<file path="src/rtl/corrode_map_wr_ctrl_pkg.sv">
// corrode_map_wr_ctrl_pkg: shared map geometry, state encoding and state type for the corrosion-map write controller.
// Geometry defines (override on the command line): CORROSION_DX, CORROSION_DY, CORRODE_MAP_CELLS.
// Optional feature macro used by the controller: CORRODE_PINGPONG_EN.
`ifndef CORROSION_DX
`define CORROSION_DX 8
`endif
`ifndef CORROSION_DY
`define CORROSION_DY 4
`endif
`ifndef CORRODE_MAP_CELLS
`define CORRODE_MAP_CELLS (`CORROSION_DX * `CORROSION_DY)
`endif

package corrode_map_wr_ctrl_pkg;
   localparam int   MAP_DX    = `CORROSION_DX;
   localparam int   MAP_DY    = `CORROSION_DY;
   localparam int   MAP_CELLS = `CORRODE_MAP_CELLS;
   localparam int   MAP_AW    = 11;
   localparam logic MAP_CLR   = 1'b1;
   localparam logic [1:0] ST_IDLE  = 2'd0;
   localparam logic [1:0] ST_CLEAR = 2'd1;
   localparam logic [1:0] ST_RUN   = 2'd2;
   localparam logic [1:0] ST_DONE  = 2'd3;
   typedef enum logic [1:0] {
      IDLE  = ST_IDLE,
      CLEAR = ST_CLEAR,
      RUN   = ST_RUN,
      DONE  = ST_DONE
   } state_t;
endpackage

</file>
<file path="src/rtl/corrode_map_wr_ctrl.sv">
// corrode_map_wr_ctrl: write-side sequencer for the 2048x1 corrosion-map RAM port A (detector cells vs. clear sweep).
// Ports: sys_clk_1/sys_rst_n_1 (async active-low); i_frame_start, i_cell_valid, i_cell_wb, i_clr_req in;
//        o_cell_ready, o_we, o_ada[A_W-1:0], o_din, o_frame_done, o_bank_tgl, o_overflow, o_busy out (all registered).
// Macro CORRODE_PINGPONG_EN: when defined, the write bank alternates per published map; otherwise bank 0 only.
module corrode_map_wr_ctrl
   import corrode_map_wr_ctrl_pkg::*;
#(
   parameter int   C_L     = MAP_DX,
   parameter int   C_H     = MAP_DY,
   parameter int   A_W     = MAP_AW,
   parameter logic CLR_VAL = MAP_CLR
) (
   input  logic           sys_clk_1,
   input  logic           sys_rst_n_1,
   input  logic           i_frame_start,
   input  logic           i_cell_valid,
   input  logic           i_cell_wb,
   output logic           o_cell_ready,
   input  logic           i_clr_req,
   output logic           o_we,
   output logic [A_W-1:0] o_ada,
   output logic           o_din,
   output logic           o_frame_done,
   output logic           o_bank_tgl,
   output logic           o_overflow,
   output logic           o_busy
);
   localparam int CELLS = C_L * C_H;
   localparam int CW    = A_W - 1;

   state_t         state_q, state_d;
   logic [CW-1:0]  cnt_q, cnt_d;
   logic           pend_q, pend_d;
   logic           bank_q, bank_d;
   logic           we_q, we_d;
   logic [A_W-1:0] ada_q, ada_d;
   logic           din_q, din_d;
   logic           done_q, done_d;
   logic           tgl_q, tgl_d;
   logic           ovf_q, ovf_d;
   logic           ready_q, ready_d;
   logic           busy_q, busy_d;
   logic           last;

   assign last = (cnt_q == CW'(CELLS - 1));

   always_comb begin
      state_d = state_q;
      cnt_d   = cnt_q;
      pend_d  = pend_q;
      bank_d  = bank_q;
      we_d    = 1'b0;
      ada_d   = ada_q;
      din_d   = din_q;
      done_d  = 1'b0;
      tgl_d   = tgl_q;
      // cells with no frame in progress are lost and flagged
      ovf_d   = ovf_q | (i_cell_valid & (state_q == IDLE || state_q == DONE));
      case (state_q)
         IDLE, DONE: begin
            if (state_q == DONE) begin
               done_d = 1'b1;
               tgl_d  = ~tgl_q;
`ifdef CORRODE_PINGPONG_EN
               bank_d = ~bank_q;
`endif
            end
            // a simultaneous frame start is remembered and resumed after the sweep
            if (i_clr_req) begin
               state_d = CLEAR;
               cnt_d   = '0;
               pend_d  = i_frame_start;
            end else if (i_frame_start) begin
               state_d = RUN;
               cnt_d   = '0;
            end else begin
               state_d = IDLE;
            end
         end
         CLEAR: begin
            we_d   = 1'b1;
            ada_d  = {bank_q, cnt_q};
            din_d  = CLR_VAL;
            cnt_d  = cnt_q + 1'b1;
            pend_d = pend_q | i_frame_start;
            if (last) begin
               state_d = (pend_q | i_frame_start) ? RUN : IDLE;
               cnt_d   = '0;
               pend_d  = 1'b0;
            end
         end
         RUN: begin
            // a new frame start abandons the partial map; a coincident cell is discarded with it
            if (i_frame_start) begin
               cnt_d = '0;
            end else if (i_cell_valid) begin
               we_d  = 1'b1;
               ada_d = {bank_q, cnt_q};
               din_d = i_cell_wb;
               cnt_d = cnt_q + 1'b1;
               if (last) state_d = DONE;
            end
         end
      endcase
`ifndef CORRODE_PINGPONG_EN
      bank_d  = 1'b0;
`endif
      ready_d = (state_d == IDLE) || (state_d == RUN);
      busy_d  = (state_d != IDLE);
   end

   always_ff @(posedge sys_clk_1 or negedge sys_rst_n_1) begin
      if (!sys_rst_n_1) begin
         state_q <= IDLE;
         cnt_q   <= '0;
         pend_q  <= 1'b0;
         bank_q  <= 1'b0;
         we_q    <= 1'b0;
         ada_q   <= '0;
         din_q   <= 1'b0;
         done_q  <= 1'b0;
         tgl_q   <= 1'b0;
         ovf_q   <= 1'b0;
         ready_q <= 1'b0;
         busy_q  <= 1'b0;
      end else begin
         state_q <= state_d;
         cnt_q   <= cnt_d;
         pend_q  <= pend_d;
         bank_q  <= bank_d;
         we_q    <= we_d;
         ada_q   <= ada_d;
         din_q   <= din_d;
         done_q  <= done_d;
         tgl_q   <= tgl_d;
         ovf_q   <= ovf_d;
         ready_q <= ready_d;
         busy_q  <= busy_d;
      end
   end

   assign o_cell_ready = ready_q;
   assign o_we         = we_q;
   assign o_ada        = ada_q;
   assign o_din        = din_q;
   assign o_frame_done = done_q;
   assign o_bank_tgl   = tgl_q;
   assign o_overflow   = ovf_q;
   assign o_busy       = busy_q;
endmodule

</file>
<file path="config.mk">
export PLATFORM = sky130hd
export DESIGN_NAME = corrode_map_wr_ctrl
export DESIGN_NICKNAME = d
export VERILOG_FILES = /design/src/rtl/corrode_map_wr_ctrl_pkg.sv /design/src/rtl/corrode_map_wr_ctrl.sv
export SDC_FILE = /design/constraint.sdc
export NUM_CORES = 1
export LEC_CHECK = 0
export ABC_AREA = 1
export CAP_MARGIN = 5
export CORE_UTILIZATION = 40
export CTS_BUF_LIST = sky130_fd_sc_hd__clkbuf_8 sky130_fd_sc_hd__clkbuf_16
export DETAILED_ROUTE_END_ITERATION = 16
export GPL_TIMING_DRIVEN = 0
export PLACE_DENSITY = 0.63
export SLEW_MARGIN = 5
export SYNTH_ARGS = -nofsm -noshare
export SYNTH_HDL_FRONTEND = slang
export SYNTH_SLANG_ARGS = --single-unit
</file>
<file path="constraint.sdc">
create_clock -name sys_clk_1 -period 5.4 [get_ports sys_clk_1]
set_clock_uncertainty 0.2 [all_clocks]
set_input_delay 1.08 -clock sys_clk_1 [delete_from_list [all_inputs] [get_ports sys_clk_1]]
set_output_delay 1.08 -clock sys_clk_1 [all_outputs]
set_load 0.05 [all_outputs]
</file>
== Word level (Yosys, flattened, before mapping) ==
Index checks and enable logic that the tools add are counted.

* Bits in registers: 31
* Bits of input ports: 6
* Output and inout bits: 18
* Word-level logic and storage cells: 66

* $add $sub $neg: 1
* Equal/unequal tests: 10
* Muxes and demuxes: 28
* Bitwise logic cells: 4
* Reductions and logical operators: 12

{| class="wikitable"
|+ Operators by type and width
! operator !! number
|-
| two-way mux 10 bit || 5
|-
| one-hot mux 10 bit (3 select lines) || 1
|-
| two-way mux 11 bit || 2
|-
| one-hot mux 11 bit (2 select lines) || 1
|-
| two-way mux 2 bit || 7
|-
| adder 10 x 1 -> 10 bit, second input constant || 1
|-
| equality test 10 x 5 -> 1 bit, second input constant || 1
|-
| two-way mux 1 bit || 8
|-
| equality test 2 bit, second input constant || 3
|-
| != test 2 bit, second input constant || 3
|-
| != test 3 bit, second input constant || 2
|-
| one-hot mux 1 bit (2 select lines) || 3
|-
| one-hot mux 2 bit (3 select lines) || 1
|-
| AND reduction 2 bit || 3
|-
| nonzero test 2 bit || 3
|-
| zero test 2 bit || 2
|-
| AND reduction 3 bit || 1
|-
| equality test 2 x 1 -> 1 bit, second input constant || 1
|-
| logical OR 1 bit || 2
|-
| OR 1 bit || 2
|-
| OR reduction 2 bit || 1
|-
| bitwise AND 1 bit || 1
|-
| inverter 1 bit || 1
|}

== Depth between registers and ports, before layout ==
* Depth in word-level cells: 7
* Mapped depth: 10
* Gate-level depth less buffers: 10

== Worst setup path after synthesis ==
OpenSTA, ideal clock, no wires.

* Path kind: input to register
* Start point: input port i_cell_valid
* End point: register ada_q[1], in the netlist o_ada[1]
* Setup time: 125 ps
* Arrival: 1,823 ps
* Required time: 5,075 ps
* Slack: 3,252 ps
* Cell stages on the path: 6
* Path buffers: 1
* Path through: inv_1 > nor2_1 > nand2_1 > o21ai_2 > buf_6 > mux2_2

* Longest elaborated chain between the ends: 2

{| class="wikitable"
|+ RTL lines
! item !! RTL line !! source
|-
| start: declaration || corrode_map_wr_ctrl.sv:16 || <nowiki>input logic i_cell_valid,</nowiki>
|-
| != test 2 bit (no line) || n/a ||
|-
| AND reduction 3 bit (no line) || n/a ||
|-
| end signal: assignment || corrode_map_wr_ctrl.sv:119 || <nowiki>ada_q <= '0;</nowiki>
|-
| end signal: assignment || corrode_map_wr_ctrl.sv:132 || <nowiki>ada_q <= ada_d;</nowiki>
|-
| end: declaration || corrode_map_wr_ctrl.sv:36 || <nowiki>logic [A_W-1:0] ada_q, ada_d;</nowiki>
|}

No other way between the ends.
A chain may end at the register's enable or synchronous reset.

== Worst setup path after layout ==
* Start point: register tgl_q, in the netlist o_bank_tgl
* End point: output port o_bank_tgl

{| class="wikitable"
|+ RTL lines
! item !! RTL line !! source
|-
| start: declaration || corrode_map_wr_ctrl.sv:39 || <nowiki>logic tgl_q, tgl_d;</nowiki>
|-
| start signal: assignment || corrode_map_wr_ctrl.sv:135 || <nowiki>tgl_q <= tgl_d;</nowiki>
|-
| end: declaration || corrode_map_wr_ctrl.sv:24 || <nowiki>output logic o_bank_tgl,</nowiki>
|}

No word-level cell between the ends.

==> summary.md <==
| Metric | Value |
|---|---|
| Hold bufs inserted after CTS | `0` |
| Startpoint kind of the worst setup timing path | `flip-flop` |
| Sw power | `515.6 uW` |
| Layout net count | `206` |
| Hpwl dp | `2.023 mm` |
| Unrepaired setup endpoints after global routing | `false` |
| Post-route ant nets | `0` |
| Post-synthesis mux area share | `0.01537` |
| Area taken by flip-flops and latches | `750.7 um^2` |
| Layout fillers | `332` |
| Pin count of the biggest net entering global routing | `31` |
| Detailed route wirelength on metal3 | `99 um` |
| Multi-input logic area | `611.8 um^2` |
| Average detailed-routed wire length per instance | `11.16 um` |
| First-pass GRT wire length | `4.692 mm` |
| Clock Root Buffer | `clkbuf_8` |
| Internal cell power | `591.9 uW` |
| Proportion of total power due to net switching | `0.4656` |
| Worst path slowest cell | `clkdlybuf4s50_1` |
| Fraction of the mapped netlist area in compound gates | `0.09052` |
| Number of CTS-inserted buffers | `5` |
| Total of flip-flops plus latches after synthesis | `30` |
| Amount of wire on met2 after detailed routing | `1.250 mm` |
| # H-tree levels | `2` |
| Detailed-route DRC error count | `0` |
| Die outline height | `62.52 um` |
| Run status | `finished, final reports clean` |
| Count of max-cap constraint violations | `0` |
| CP bufs+invs | `1` |
| Leading cell type in the layout, fill and taps excluded | `nand2_1` |
| Maximum resistive drop on vdd | `0.3258 mV` |
| Path class of the lowest-slack min-delay path | `reg2reg` |
| Kind of end point of the critical path | `primary output` |
| Number of rows in the core area | `21` |
| Starting utilization of the core area | `0.4289` |
| Adder-cell area share of the yosys netlist | `0.03416` |
| Final period utilization | `0.5054` |
| DRC marker count from the first detailed-route iteration | `23` |
| # Post-CTS Setup Buffers | `0` |
| Transition time of the tightest slew-check pin | `0.6493 ns` |
| Post-CTS resize count | `0` |
| Dominant delay contributor by cell family on the critical path | `buffers and inverters` |
| Power per cell area | `605.5 mW/mm^2` |
| Critical path fanouts, max | `2` |
| Total of endpoints with negative setup slack in the final report | `0` |
| Combinational group share of total power | `0.538` |
| Mapped Area | `0.001465 mm^2` |
| Final min period | `2.729 ns` |
| Average footprint of a synthesized cell | `8.773 um^2` |
| CTS tree | `done` |
| Combinational family with the most area after synthesis | `simple AND/OR/NAND/NOR gates` |
| Routed WL | `2.713 mm` |
| Full die area | `0.003909 mm^2` |
| Total Negative Setup Slacks | `0 ns` |
| Unique cell type count in the Yosys netlist | `26` |
| Number of nets produced by synthesis | `177` |
| YS warnings | `0` |
| Final number of hold-violating endpoints | `0` |
| Aggregate global-route resource usage | `0.1553` |
| Highest-count cells in the layout ignoring fill and taps | `34 x nand2_1, 30 x dfrtp_1, 24 x nor2_1` |
| Number of antenna violations at the first check in global routing | `0` |
| Highest layer used for signal routing | `met4` |
| Proportion of layout cells with a drive suffix above 1 | `0.1421` |
| Global placer's final weighted congestion | `0.8711` |
| Total of buffers placed on input and output ports | `22` |
| Number of buffers between clock root and the deepest sink | `2` |
| Slack of the worst reg-to-reg path | `3.52 ns` |
| Area share of and/or/nand/nor cells after synthesis | `0.2451` |
| Worst setup path class | `reg2out` |
| Required time reported for the critical path endpoint | `4.12 ns` |
| Top-Level Pins | `24` |
| Count of antenna diodes in the layout | `0` |
| Number of sinks driven by the clock tree | `30` |
| Number of slew-limit violations in the final report | `0` |
| Part of the Yosys area used for sequential elements | `0.5124` |
| Avg Vias per Cell | `4.683` |
| Leak Pwr | `0.8851 nW` |
| Max-slew headroom at the worst pin | `0.5671` |
| Cells along the critical path | `clkdlybuf4s50_1` |
| Reg clk slew, reported paths | `0.06 ns` |
| Aggregate global routing overflow | `0` |
| Area added between synthesis and finish | `24.85%` |
| Source-to-sink clock delay at the later pin of the worst-skew pair | `0.28 ns` |
| Cell count after synthesis | `167` |
| First-pass detailed-route iteration total | `4` |
| DRT met1 WL | `1.308 mm` |
| Clock Power Share | `0.162` |
| Worst hold slack | `0.2710 ns` |
| Part of the power in registers | `0.300` |
| Data arrival at the endpoint of the critical path | `1.45 ns` |
| Total vias in the final route | `1138` |
| Via count of the first global-routing pass | `1074` |
| Core box area | `0.003416 mm^2` |
| Parity-gate share of the synthesized area counting xor and xnor cells | `0.02989` |
| Crit path largest cell delay | `0.81 ns` |
| Die outline width | `62.52 um` |
| Peak clock frequency supported by timing | `366.4 MHz` |
cell families (layout without fill, tap and decap cells):
kind of cell / count (synthesis) / count (layout)
adder cells (fa/ha/maj): 4 / 4
AND/OR/NAND/NOR: 79 / 79
AO/OA/AOI/OAI: 22 / 22
other: 1 / 1
buffers and inverters: 24 / 54
multiplexers: 2 / 2
flip-flops: 30 / 30
XOR/XNOR: 5 / 5
layout make-up:
| class | count | area share |
|---|---|---|
| tap | 46 | 0.03146 |
| buffer | 3 | 0.01300 |
| clock buffer | 6 | 0.04514 |
| sequential | 30 | 0.4104 |
| clock inverter | 2 | 0.004788 |
| multi-input combinational | 113 | 0.3345 |
| inverter | 21 | 0.04309 |
| timing repair buffer | 22 | 0.1176 |
Yosys cell counts:
| master | instances | area (um^2) |
|---|---|---|
| a31oi_1 | 1 | 6.260 |
| o21ai_2 | 2 | 17.52 |
| buf_2 | 1 | 5.000 |
| ha_1 | 4 | 50.05 |
| nand4_1 | 1 | 6.260 |
| o21bai_1 | 1 | 7.510 |
| conb_1 | 1 | 3.750 |
| nor2_1 | 24 | 90.09 |
| buf_4 | 1 | 7.510 |
| buf_6 | 1 | 11.26 |
| nor2_4 | 1 | 11.26 |
| nand3_1 | 8 | 40.04 |
| a21oi_4 | 1 | 16.27 |
| nand2_4 | 2 | 22.52 |
| nor3_1 | 2 | 10.01 |
| inv_2 | 3 | 11.26 |
| nand2_2 | 4 | 25.02 |
| a21oi_1 | 12 | 60.06 |
| dfrtp_1 | 30 | 750.7 |
| nand3_2 | 2 | 20.02 |
| nand2_1 | 34 | 127.6 |
| xor2_1 | 5 | 43.79 |
| inv_1 | 18 | 67.56 |
| mux2_2 | 2 | 22.52 |
| o21ai_0 | 5 | 25.02 |
| nor4_1 | 1 | 6.260 |
path summary, 6_finish.rpt:
path                             start  cells past startpoint          to
max                         o_bank_tgl                      1  o_bank_tgl
min                         o_bank_tgl                      1  o_bank_tgl
max reg2reg                 state_q[0]                      9    cnt_q[5]
min reg2reg                 o_bank_tgl                      1  o_bank_tgl
max in group asynchronous  sys_rst_n_1                      1    o_ada[1]
min in group asynchronous  sys_rst_n_1                      1  o_overflow
per-layer routing:
layer	global-route usage	up-vias
met3	0.05109	7
met4	0.06105	0
li1	-	584
met1	0.2035	527
met5	0	-
met2	0.2364	20
per-stage QoR:
| step | std cells | power (mW) | util | setup slack [ns] | area (um^2) |
|---|---|---|---|---|---|
| after global routing | 243 | 1.180 | 0.5355 | 2.636 | 1829 |
| after global placement | 235 | 0.9266 | 0.5103 | 2.546 | 1743 |
| after CTS | 243 | 1.120 | 0.5370 | 2.659 | 1834 |
| after detailed placement | 235 | 0.9379 | 0.5103 | 2.497 | 1743 |
| final | 243 | 1.108 | 0.5355 | 2.671 | 1829 |
| after floorplan | 167 | 0.7617 | - | 3.252 | 1465 |
power by group through the flow:
stage / clock network, mW / logic, mW / registers [mW]
after floorplan: 0 / 0.244 / 0.518
after global placement: 0 / 0.593 / 0.334
after detailed placement: 0 / 0.600 / 0.338
after CTS: 0.184 / 0.602 / 0.334
after global routing: 0.195 / 0.641 / 0.343
final: 0.180 / 0.595 / 0.332
No activity file was read; power rests on OpenSTA's default activity.
